<file path="config.mk">
export PLATFORM = sky130hd
export DESIGN_NAME = gen_sequencer
export DESIGN_NICKNAME = d
export VERILOG_FILES = /design/src/rtl/gen_sequencer_pkg.sv /design/src/rtl/gen_sequencer.sv
export SDC_FILE = /design/constraint.sdc
export NUM_CORES = 1
export LEC_CHECK = 0
export CORE_MARGIN = 1
export CORE_UTILIZATION = 59
export CTS_BUF_LIST = sky130_fd_sc_hd__clkbuf_16
export DETAILED_ROUTE_END_ITERATION = 12
export PLACE_DENSITY = 0.89
export SLEW_MARGIN = 20
export SYNTH_ARGS = -nofsm -noshare
export SYNTH_HDL_FRONTEND = slang
export SYNTH_SLANG_ARGS = --single-unit
export TNS_END_PERCENT = 30
</file>
<file path="constraint.sdc">
create_clock -name clk_in -period 3.1 [get_ports clk_in]
set_input_delay 0.62 -clock clk_in [delete_from_list [all_inputs] [get_ports clk_in]]
set_output_delay 0.62 -clock clk_in [all_outputs]
set_load 0.02 [all_outputs]
</file>
<file path="src/rtl/gen_sequencer_pkg.sv">
// Shared types for the generation sequencer: speed encoding, FSM states and
// the frame divisor helper.
`timescale 1ns/1ps
package gen_sequencer_pkg;

  typedef logic [7:0] speed_t;

  localparam speed_t SPEED_MAX = 8'hFF;

  typedef enum logic [2:0] {
    StInit,
    StIdle,
    StStart,
    StCompute,
    StSwapWait,
    StSwap,
    StSettle
  } gen_state_t;

  // Frames per generation; 9 bits so SPEED_MAX - 0 + 1 cannot overflow.
  function automatic logic [8:0] gen_divisor(speed_t speed);
    return {1'b0, SPEED_MAX} - {1'b0, speed} + 9'd1;
  endfunction

endpackage

</file>
<file path="src/rtl/gen_sequencer.sv">
// Paces Game-of-Life generations against render frames and swaps buffers on
// frame boundaries. Optional GEN_COUNTER_EN adds a generation counter output.
`timescale 1ns/1ps
module gen_sequencer
  import gen_sequencer_pkg::*;
#(
  parameter int unsigned TIMEOUT_CYCLES = 32'd4194304,
  parameter int unsigned SETTLE_CYCLES  = 4
) (
  input  logic        clk_in,
  input  logic        rst_in,
  input  speed_t      speed_in,
  input  logic        pause_in,
  input  logic        step_in,
  input  logic        render_done_in,
  input  logic        logic_done_in,
  input  logic        buf_ready_in,
  output logic        logic_start_out,
  output logic        buf_swap_out,
  output logic        busy_out,
  output logic        timeout_out
`ifdef GEN_COUNTER_EN
  ,
  output logic [31:0] gen_count_out
`endif
);

  // SWAP counts as the first settle cycle, so SETTLE itself needs one fewer.
  localparam int unsigned SettleLast = (SETTLE_CYCLES > 1) ? SETTLE_CYCLES - 1 : 1;

  gen_state_t  state;
  logic [8:0]  frame_cnt;
  logic        step_pending;
  logic [31:0] wdog;
  logic [31:0] settle_cnt;

  logic [8:0]  divisor;
  logic        run_go;
  logic        go;
  logic        step_ok;

  always_comb begin
    divisor = gen_divisor(speed_in);
    run_go  = !pause_in && (speed_in != '0) &&
              (({1'b0, frame_cnt} + 10'd1) >= {1'b0, divisor});
    go      = render_done_in && (run_go || step_pending);
    step_ok = step_in && (pause_in || (speed_in == '0));
  end

  assign busy_out = !(state inside {StInit, StIdle});

  always_ff @(posedge clk_in) begin
    if (rst_in) begin
      state           <= StInit;
      frame_cnt       <= '0;
      step_pending    <= 1'b0;
      wdog            <= '0;
      settle_cnt      <= '0;
      logic_start_out <= 1'b0;
      buf_swap_out    <= 1'b0;
      timeout_out     <= 1'b0;
`ifdef GEN_COUNTER_EN
      gen_count_out   <= '0;
`endif
    end else begin
      logic_start_out <= 1'b0;
      buf_swap_out    <= 1'b0;

      // Frames keep counting through a generation so the cadence stays fixed.
      if (render_done_in && (state != StInit) && (frame_cnt != '1)) begin
        frame_cnt <= frame_cnt + 9'd1;
      end

      unique case (state)
        StInit: begin
          if (buf_ready_in) state <= StIdle;
        end
        StIdle: begin
          if (go) begin
            frame_cnt    <= '0;
            step_pending <= 1'b0;
            state        <= StStart;
          end else if (step_ok) begin
            step_pending <= 1'b1;
          end
        end
        StStart: begin
          logic_start_out <= 1'b1;
          wdog            <= '0;
          state           <= StCompute;
        end
        StCompute: begin
          if (logic_done_in) begin
            state <= StSwapWait;
          end else if (wdog == TIMEOUT_CYCLES - 1) begin
            timeout_out <= 1'b1;
            state       <= StIdle;
          end else begin
            wdog <= wdog + 32'd1;
          end
        end
        StSwapWait: begin
          if (render_done_in && buf_ready_in) state <= StSwap;
        end
        StSwap: begin
          buf_swap_out <= 1'b1;
          settle_cnt   <= 32'd1;
`ifdef GEN_COUNTER_EN
          gen_count_out <= gen_count_out + 32'd1;
`endif
          state        <= StSettle;
        end
        StSettle: begin
          if ((settle_cnt >= SettleLast) && buf_ready_in) begin
            state <= StIdle;
          end else if (settle_cnt < SettleLast) begin
            settle_cnt <= settle_cnt + 32'd1;
          end
        end
        default: state <= StInit;
      endcase
    end
  end

endmodule

</file>
==> reports/metrics.csv <==
metric;value;unit
die_w;80.7;um
ys_seq_area_frac;0.438;
wl_per_cell;14.3;um
fp.dieH;80.7;um
maxCapViolCount;0;
vias;3013;
hold_buffers;0;
syn_inst;421;
viasPerCell;5.71;
yosys.area_share.simple;0.300;
dieArea;6520;um^2
syn-cell-area;3660;um^2
hold_violations;0;
worstPathMaxFanout;4;
setup_viol;0;
status;finished, final reports clean;
drc_errors;0;
synthFlopType;dfxtp_1;
drtIter0Drc;135;
fill_cells;447;
synth_nets;450;
async_flop_share;0;
synthAdderAreaFrac;0.0479;
drive_gt1_frac;0.0795;
arrival;3190;ps
fin_cells;528;
clockRootBuffer;clkbuf_16;
fmax;341;MHz
ys_warn_count;0;
seqCellArea;1600;um^2
ir_drop;522;uV
tightest_slew;1130;ps
synth_top_family_by_area;simple AND/OR/NAND/NOR gates;
final_cell_mix;dfxtp_1, nor2_1, and2_1, nand3_1, nand2_1;
antenna_found_initial;0;
holdCritPathClass;reg -> reg;
place_congestion;0.875;
synth_compound_area_frac;0.0815;
start_util;0.614;
placed_cells;511;
post-dp-hpwl;5100;um
endpoint_kind;flop;
fin_skew;8.05;ps
synth_edf_count;0;
routed_wl;7540;um
grt_pass1_vias;2910;
slew_violations;0;
grt_pass1_wl;12600;um
synth_cell_types;49;
cp-start-kind;primary input;
core_area;5960;um^2
cts_resized;0;
area_growth;17.1;%
numCtsBuffers;9;
crit_required;3350;ps
htreeDepth;3;
leakage;0.00162;uW
cts.sinks;80;
clockBufferDepth;2;
postRouteAntennaNets;0;
layout_commonest_cell;dfxtp_1;
ys_seq_elements;80;
p_per_area;515;nW/um^2
multiInputGateArea;1970;um^2
overflow;0;
io_pins;19;
finalCritPeriodShare;0.946;
tritoncts;built;
firstDrtPassIters;4;
grt_use_total;0.252;
tns;0;ps
antenna_cells;0;
clk_latency;340;ps
finalWorstPathRequiredPeriod;2930;ps
cts_setup_buffers;0;
grt_max_degree;31;
synth_xor_area_frac;0.0958;
rows;28;
syn_area_per_cell;8.68;um^2
path_class;in -> reg;
muxShareOfSynthArea;0.00856;
fin_nets;477;
cts.reportedPaths.clkPinSlew;60;ps
io_buffers;18;
max-slew-margin-rel;0.235;
[state kept, by name, summed over array words and instances (netlist names)]
register and cells:
buf_swap_out 1, wdog 32, frame_cnt 9, step_pending 1
settle_cnt 32, logic_start_out 1, state 3, timeout_out 1
[through the flow]
step	area, um^2	setup slack [ps]	hold WS (ps)	utilization	power [uW]
after floorplan	3660	218	430	-	1110
after global placement	3950	-128	442	0.664	1150
after detailed placement	3960	-223	446	0.664	1150
after CTS	4260	110	465	0.716	2210
after global routing	4280	-1.85	475	0.719	2270
final	4280	167	464	0.719	2200
[critical path, stage by stage]
cell and delay, ps:
clkdlybuf4s50_1 420, nor2_1 180, nand3_2 130, nor4_2 180
xor2_1 180, ha_1 260, a21o_1 190, a211o_1 290
a31oi_1 160, o22ai_1 160, o221a_2 280, nor3_1 140
[power by group]
group | switching [uW] | internal [uW] | leakage (uW) | total [uW]
sequential | 6.71 | 1030 | 0.000645 | 1040
clock | 438 | 633 | 0.000150 | 1070
combinational | 49.4 | 46.3 | 0.000829 | 95.7
total | 494 | 1710 | 0.00162 | 2200
[logic make-up (layout without fill, tap and decap cells)]
logic type / count (synthesis) / after routing
AOI/OAI and AO/OA: 48 / 49
xor gates and xnor gates: 40 / 40
adders and majority gates: 14 / 14
buffers and inverters: 25 / 56
DFF: 80 / 80
muxes: 3 / 3
and+or+nand+nor: 211 / 211
[routing by layer]
layer  track usage  part of all wire  wire length, um
met5             0                 0                0
met4        0.0911             0.014              104
met3        0.0682             0.030              223
met2         0.443              0.50             3810
met1         0.292              0.45             3410
[synth_stat cells (2+ instances only)]
cell type / number / area (um^2)
or3_1: 9 / 56.3
inv_1: 10 / 37.5
xor2_1: 18 / 158
a31oi_1: 2 / 12.5
nor4b_1: 2 / 17.5
nor4_1: 11 / 68.8
and4_1: 3 / 26.3
a21o_1: 2 / 15.0
nor3_1: 13 / 65.1
xnor2_1: 22 / 193
nand2_1: 24 / 90.1
nor2_1: 62 / 233
and3_1: 5 / 31.3
clkbuf_1: 11 / 41.3
nand2b_1: 4 / 25.0
ha_1: 14 / 175
nor2b_1: 2 / 12.5
buf_2: 2 / 10.0
dfxtp_1: 80 / 1600
a211oi_1: 3 / 22.5
a21oi_1: 15 / 75.1
o21a_1: 3 / 22.5
and2_1: 32 / 200
nand4_1: 11 / 68.8
mux2i_1: 2 / 20.0
nand3_1: 25 / 125
o21ai_0: 12 / 60.1
[layout make-up]
cell class              instances  share of cell area
well taps                      75              0.0219
repair buffers                 30              0.0631
clock inverters                 7              0.0187
multi-input cells             317               0.461
clock buffers                   9              0.0526
flip-flops and latches         80               0.374
inverters                      10             0.00877
[worst paths after layout]
kind | start | to | slack, ps | cells past startpoint
max | speed_in[2] | state[0] | 170 | 12
min | settle_cnt[31] | settle_cnt[31] | 460 | 1
max reg2reg | frame_cnt[0] | state[0] | 300 | 11
min reg2reg | settle_cnt[31] | settle_cnt[31] | 460 | 1
Power figures use the tool's default switching activity.
